## config.mk

```make
export PLATFORM = sky130hd
export DESIGN_NAME = hilo_mult_unit
export DESIGN_NICKNAME = d
export VERILOG_FILES = /design/src/rtl/hilo_mult_unit.sv
export SDC_FILE = /design/constraint.sdc
export NUM_CORES = 1
export LEC_CHECK = 0
export CELL_PAD_IN_SITES_DETAIL_PLACEMENT = 0
export CELL_PAD_IN_SITES_GLOBAL_PLACEMENT = 1
export CORE_MARGIN = 10
export CORE_UTILIZATION = 49
export DETAILED_ROUTE_END_ITERATION = 16
export GPL_ROUTABILITY_DRIVEN = 1
export PLACE_DENSITY_LB_ADDON = 0.1
export SYNTH_ARGS = -nofsm -noshare
export SYNTH_HDL_FRONTEND = slang
export SYNTH_SLANG_ARGS = --single-unit
```

## constraint.sdc

```tcl
create_clock -name Clk -period 16.45 [get_ports Clk]
set_clock_uncertainty 0.1 [all_clocks]
set_input_delay 3.29 -clock Clk [delete_from_list [all_inputs] [get_ports Clk]]
set_output_delay 3.29 -clock Clk [all_outputs]
set_load 0.01 [all_outputs]
```

## src/rtl/hilo_mult_unit.sv

```systemverilog
// hilo_mult_unit: iterative HI/LO multiply, madd and msub unit with mthi/mtlo access
module hilo_mult_unit #(
  parameter int WIDTH          = 32,
  parameter int BITS_PER_CYCLE = 1
) (
  input  logic             Clk,
  input  logic             Reset,
  input  logic             Start,
  input  logic [4:0]       ALUOp,
  input  logic [WIDTH-1:0] A,
  input  logic [WIDTH-1:0] B,
  input  logic             HiWrite,
  input  logic             LoWrite,
  output logic             Busy,
  output logic             Done,
  output logic [WIDTH-1:0] MulLo,
  output logic [WIDTH-1:0] Hi,
  output logic [WIDTH-1:0] Lo
);
  localparam int N = WIDTH / BITS_PER_CYCLE;
  localparam int CW = $clog2(N) + 1;
  localparam logic [4:0] OP_MULT = 5'd31;
  localparam logic [4:0] OP_MULTU = 5'd26;
  localparam logic [4:0] OP_MADD = 5'd30;
  localparam logic [4:0] OP_MSUB = 5'd29;
  typedef enum logic [1:0] {IDLE, RUN, FINISH} state_t;
  state_t state;
  logic [4:0] op;
  logic neg;
  logic [2*WIDTH-1:0] mcand, p, pp, r, hilo;
  logic [WIDTH-1:0] mplier, abs_a, abs_b;
  logic [CW-1:0] count;
  logic valid_op, signed_op;
  // launch decode: signed ops work on magnitudes, the sign is reapplied at the end
  always_comb begin
    valid_op = ALUOp inside {OP_MULT, OP_MULTU, OP_MADD, OP_MSUB};
    signed_op = ALUOp != OP_MULTU;
    abs_a = signed_op && A[WIDTH-1] ? -A : A;
    abs_b = signed_op && B[WIDTH-1] ? -B : B;
  end
  // partial product of this iteration and the final signed, accumulated HI/LO value
  always_comb begin
    pp = '0;
    for (int i = 0; i < BITS_PER_CYCLE; i++)
      pp = pp + (mplier[i] ? mcand << i : '0);
    r = neg ? -p : p;
    hilo = op == OP_MADD ? {Hi, Lo} + r : op == OP_MSUB ? {Hi, Lo} - r : r;
  end
  // control FSM, shift-add datapath and architectural HI/LO registers
  always_ff @(posedge Clk) begin
    if (Reset) begin
      state  <= IDLE;
      Hi     <= '0;
      Lo     <= '0;
      MulLo  <= '0;
      Busy   <= 1'b0;
      Done   <= 1'b0;
      op     <= '0;
      neg    <= 1'b0;
      mcand  <= '0;
      mplier <= '0;
      p      <= '0;
      count  <= '0;
    end else begin
      Done <= 1'b0;
      case (state)
        IDLE: begin
          if (Start) begin
            if (valid_op) begin
              op     <= ALUOp;
              neg    <= signed_op & (A[WIDTH-1] ^ B[WIDTH-1]);
              mcand  <= {{WIDTH{1'b0}}, abs_a};
              mplier <= abs_b;
              p      <= '0;
              count  <= '0;
              Busy   <= 1'b1;
              state  <= RUN;
            end
          end else begin
            if (HiWrite) Hi <= A;
            if (LoWrite) Lo <= A;
          end
        end
        RUN: begin
          p      <= p + pp;
          mcand  <= mcand << BITS_PER_CYCLE;
          mplier <= mplier >> BITS_PER_CYCLE;
          count  <= count + 1'b1;
          if (count == CW'(N - 1)) state <= FINISH;
        end
        FINISH: begin
          {Hi, Lo} <= hilo;
          MulLo    <= r[WIDTH-1:0];
          Done     <= 1'b1;
          Busy     <= 1'b0;
          state    <= IDLE;
        end
        default: state <= IDLE;
      endcase
    end
  end
endmodule

```

Word-level counts from Yosys, hierarchy flattened
Index checks and enable logic that the tools add are counted.
W data, S select, Z words.
Storage, ports and cells
  register bits: 272
  logic and storage cells: 81
  output and inout bits: 98
Operators by class
  bitwise gates (word level): 2
  add/subtract/negate cells: 7
  reductions and logical operators: 12
  equal/unequal tests: 16
  multiplexer cells: 32
Operator list (count)
  $mux W64: 8
  $mux W32: 8
  $pmux W64 S2: 2
  $pmux W32 S2: 3
  $add A64 B64 Y64: 2
  $neg A32 Y32: 2
  $neg A64 Y64: 1
  $sub A64 B64 Y64: 1
  $eq A5 B5 Y1 const B: 6
  $reduce_and A3 Y1: 6
  $mux W6: 2
  $ne A2 B2 Y1 const B: 6
  $pmux W6 S2: 1
  $add A6 B1 Y6 const B: 1
  $eq A6 B5 Y1 const B: 1
  $mux W2: 3
  $ne A5 B5 Y1 const B: 1
  $pmux W2 S2: 1
  $reduce_bool A2 Y1: 2
  $reduce_bool A4 Y1: 1
  $mux W1: 3
  $eq A2 B1 Y1 const B: 1
  $eq A2 B2 Y1 const B: 1
  $logic_and A1 B1 Y1: 2
  4 further kinds: 4

Longest topological paths before layout
  depth in word-level cells: 6
  gate-level depth with buffers: 25

Worst setup path before layout
Ideal clock, no wire load.
  path type: input -> register
  start: input A[4]
  end: register mcand[30]
  stages: 11
  arrival: 5404 ps
  buffers on the path: 0
  path slack: 10819 ps
  library setup time: 128 ps
  path through: nor3_1 nand2_1 nor3_1 nand2_1 nor4_1 a31oi_1 nor2_1 nand2_1 xor2_1 a222oi_1 nor2_1
On the way
  word-level cells in the longest chain between the ends: 5
RTL lines
  from (decl): line 10  | input logic [WIDTH-1:0] A,
  $neg A32 Y32: line 38  | abs_a = signed_op && A[WIDTH-1] ? -A : A;
  $mux W32: line 38
  $mux W64: line 69  | if (valid_op) begin
  $mux W64: line 68  | if (Start) begin
  $pmux W64 S2: line 66  | case (state)
  to (signal assigned): line 72  | mcand <= {{WIDTH{1'b0}}, abs_a};
  to (signal assigned): line 86  | mcand <= mcand << BITS_PER_CYCLE;
  to (decl): line 30  | logic [2*WIDTH-1:0] mcand, p, pp, r, hilo;
Every way passes these cells. The select of a mux whose other input is x is not followed.
A chain may end at the register's enable or synchronous reset.

Worst setup path after layout
  start: register p[7]
  end: register Hi[26]
On the way
  word-level cells in the longest chain between the ends: 6
  elaborated cells between the ends (all ways): 7
RTL lines
  from (decl): line 30
  from (signal assigned): line 85  | p <= p + pp;
  $neg A64 Y64 (*): line 46  | r = neg ? -p : p;
  $mux W64 (*): line 46
  net r[20]: line 30
  $sub A64 B64 Y64: line 47  | hilo = op == OP_MADD ? {Hi, Lo} + r : op == OP_MSUB ? {Hi, Lo} - r : r;
  $mux W64: line 47
  $mux W64 (*): line 47
  $pmux W32 S2 (*): line 66
  to (signal assigned): line 92  | {Hi, Lo} <= hilo;
  to (decl): line 17  | output logic [WIDTH-1:0] Hi,
Mark *: on every way through the listed nets, which the timed path passes. The rest lies on a longest branch.

==> impl_summary.log <==
[metrics] outcome: completed
[metrics] synth-to-layout area growth: 13.4%
[metrics] initial core utilization: 49.5%
[metrics] # setup viols final: 0
[metrics] cell area after placement: 0.0268 mm²
[metrics] routability cong.: 1.00
[metrics] largest cells by area after synthesis: dfxtp_1, ha_1, nor2_1
[metrics] classification of the worst setup path: flip-flop to flip-flop
[metrics] clock tree sinks: 272
[metrics] synthesized cell area: 0.0248 mm²
[metrics] Die X-Extent: 245 µm
[metrics] number of buffers on the longest clock path: 3
[metrics] required time reported for the critical path endpoint: 16,880 ps
[metrics] share of the synthesized area in the top cell type: ~22%
[metrics] Net count, final: roughly 3,600
[metrics] cell types with the highest counts after synthesis: nor2_1, dfxtp_1, a21oi_1, nand2_1, clkbuf_1
[metrics] Worst setup endpoint: Hi[26]$_SDFFE_PP0P_
[metrics] crit path max-delay cell type: xor2_1
[metrics] CTS tree: done
[metrics] routed wire length per instance: 25.4 µm
[metrics] crit-path cells: or4_4, nor4_2, nand3_1, o31ai_1, xor2_1, inv_1, ha_1, nand2_1, nor4_1, nand4_1, o21bai_1, a21boi_0, o21ai_0, buf_4, o21a_1, o21ai_0, xnor2_1, a221oi_1, a2111oi_0, a31o_2
[metrics] Synthesis Warnings: 0
[metrics] number of logic stages on the critical path including buffering: 20
[metrics] CP dominant cell by count: o21ai_0
[metrics] Clock Pin Slew Worst Setup and Hold Paths: roughly 60 ps
[metrics] distinct cell type count after synthesis: 94
[metrics] critical path startpoint: p[7]$_SDFFE_PP0P_
[metrics] Worst Max-Slew Pin Slew: around 1200 ps
[metrics] final critical-path required period: 7030 ps
[metrics] number of antenna violations at the first check in global routing: 4
[metrics] wire length of the first global-routing pass: ~150,000 µm
[metrics] number of placed instances, taps included: 3,974
[metrics] path class of the lowest-slack min-delay path: flip-flop to flip-flop
[metrics] synthesized net count: 3,586
[metrics] input/output buffers: approximately 170
[metrics] post-cts repair resize count: 0
[metrics] number of diodes added for antenna fixing: 0
[metrics] DRC Markers: 0
[metrics] worst relative slew slack: around 17%
[metrics] startpoint types: flip-flop
[metrics] most common flop cell mapped by yosys: dfxtp_1
[metrics] violation count after the first detailed-routing iteration: between 3,000 and 4,000
[metrics] wire length reported by the detailed router: between 100,000 and 150,000 µm
[metrics] Antenna Nets Post-Route: 0
[metrics] most used standard cell by instance count after synthesis: nor2_1
[metrics] Skew-Pair Late Insertion Delay: 590 ps
[metrics] Worst setup EP type: flip-flop
[metrics] final design area excluding fillers: approximately 0.028 mm²
[metrics] final number of max-transition violations: 0
[metrics] total routing resource utilization after global routing: about a third
[metrics] RR Endpoint: Hi[26]$_SDFFE_PP0P_
[metrics] number of maximum-capacitance constraint violations: 0
[metrics] reg2reg start: p[7]$_SDFFE_PP0P_
[metrics] Seq/Total Area, Yosys: 22.0%
[metrics] Cell Rows: 82
[metrics] area of the multi-input gates: 0.0179 mm²
[metrics] fraction of the cycle the final worst path needs: 42.7%
[metrics] library cell occupying the most area in the post-synthesis netlist: dfxtp_1
[metrics] half-perimeter wire length after placement: 76,200 µm
[metrics] overflow left after global routing: 0
[metrics] layout cell share with drive strength beyond 1: under 10%
[metrics] leakage dissipation: approximately 12 nW
[metrics] Clock Tree Root: clkbuf_16
[metrics] number of synthesized register bits: around 270
[metrics] largest net degree at the start of global routing: 100
[metrics] async set-or-reset flop fraction in the synthesized netlist: 0%
[metrics] R2R depth: 20
[metrics] mean post-synth cell area: between 7 and 8 µm²
[metrics] count of mapped cells out of synthesis: 3,328
[metrics] number of H-tree branching levels: 2
[metrics] Worst Path Buf+Inv: 2
[metrics] Post-CTS Setup Inserts: 0
[metrics] Pre-antenna DRT Iters: 10
[metrics] hold-fix buffers at CTS: 0
[metrics] EDFF count, synth: 0
[metrics] number of buffers inserted during clock tree synthesis: 36
[metrics] register area: 0.00545 mm²
[metrics] Ports: 172
[metrics] die area: 0.0599 mm²
[metrics] filler cell count in the final layout: 4,895
[metrics] setup repair after global routing missed its margin: false
[metrics] vias in the first global route: 25,500
[metrics] filler-free cell count of the finished design: between 4,000 and 5,000
[metrics] data arrival time at the worst-slack endpoint: 7460 ps
[metrics] CP Max Fanout: 9
[metrics] vertical die dimension: about 240 µm
[metrics] core outline area: 0.0501 mm²
[metrics] post-route setup TNS: 0 ps
[metrics] CP peak stage delay: 690 ps
[metrics] gate family responsible for the most delay along the worst path: compound AO/OA/AOI/OAI gates
[metrics] number of hold-slack violations in the final timing report: 0
[metrics] pwr dens: about 70 mW/mm²
[metrics] count of vias placed by the detailed router: 27,200
[metrics] minimum setup slack among reg-to-reg paths: 9420 ps
[metrics] worst vdd rail ir drop: 0.0571 mV
[metrics] via/cell ratio: 6.73
[metrics] Max Clock Freq: 142 MHz
## layout by cell type (no fill, tap or decap), types with 26 or more instances in the layout
cell	count
nor2_1	363
dfxtp_1	271
a21oi_1	268
nand2_1	213
ha_1	181
o21ai_0	173
clkdlybuf4s50_1	170
inv_1	155
a211oi_1	104
xor2_1	100
xnor2_1	93
a22oi_1	81
a21o_1	81
and2_1	75
o22ai_1	67
nor3_1	64
nand3_1	58
o21bai_1	45
a31oi_1	43
a222oi_1	43
o31ai_1	41
a22o_1	38
nand4_1	37
clkbuf_16	37
mux2i_1	36
buf_4	34
or3_1	29
nor2b_1	28
nor4_1	28
nand2b_1	26
## per-stage QoR
step                power, mW  utilization (%)  hold slack [ps]  worst slack (ps)
floorplan               0.919                -              338             10820
global placement         1.06             53.4              349              9750
detailed placement       1.06             53.4              349              9680
CTS                      1.95             56.1              358              9680
global route             2.01             56.1              395              9060
finish                   1.95             56.1              360              9420
## how the worst min path moves through the flow
stage	start	end	slack, ps	depth (start not counted)
after floorplan	mcand[0]$_SDFFE_PP0P_	mcand[0]$_SDFFE_PP0P_	340	2
after global placement	op[3]$_SDFFE_PP0P_	op[3]$_SDFFE_PP0P_	350	2
after detailed placement	MulLo[0]$_SDFFE_PP0P_	MulLo[0]$_SDFFE_PP0P_	350	2
after CTS	MulLo[0]$_SDFFE_PP0P_	MulLo[0]$_SDFFE_PP0P_	360	2
after global routing	MulLo[0]$_SDFFE_PP0P_	MulLo[0]$_SDFFE_PP0P_	400	2
final	MulLo[0]$_SDFFE_PP0P_	MulLo[0]$_SDFFE_PP0P_	360	2
## cells by family (layout without fill, tap and decap cells)
group | after synthesis | after routing | share of synthesized area [%]
compound gates | 1232 | 1232 | 34.4
simple gates | 1022 | 1022 | 19.9
buf+inv | 386 | 425 | 5.89
flops | 272 | 272 | 22.0
xor+xnor | 194 | 194 | 6.89
fa+ha+maj | 184 | 184 | 9.39
mux | 38 | 38 | 1.55
## tightest hold or removal path, cell delays in order, from the launching register on
cell     delay (ps)
dfxtp_1         310
nand2_1          50
a21oi_1          50
## sequential cells by signal, summed over array words and instances (netlist names), 2 cells and up
signal	flops
Hi	32
Lo	32
MulLo	32
count	6
mcand	64
mplier	32
op	5
p	64
state	2
## power by group
group | switching, mW | internal (mW)
clock | 0.349 | 0.547
combinational | 0.234 | 0.133
sequential | 0.0188 | 0.671
total | 0.602 | 1.35
## cell type report
| type | instances | area share, % |
|---|---|---|
| multi-input cells | 2670 | 63.8 |
| flip-flops and latches | 272 | 19.4 |
| repair buffers | 205 | 7.01 |
| clock buffers | 49 | 3.74 |
| well taps | 672 | 2.99 |
| inverters | 155 | 2.07 |
| clock inverters | 16 | 0.949 |
## routing by layer
layer  GRT usage, %  wire length (µm)  vias up
li1               -                 -    12500
met1           45.8             44900    12900
met2           48.2             42700     1512
met3           6.61             11100      250
met4           11.9              3940        4
met5          0.245                26        -
(Power assumes the default switching activity.)
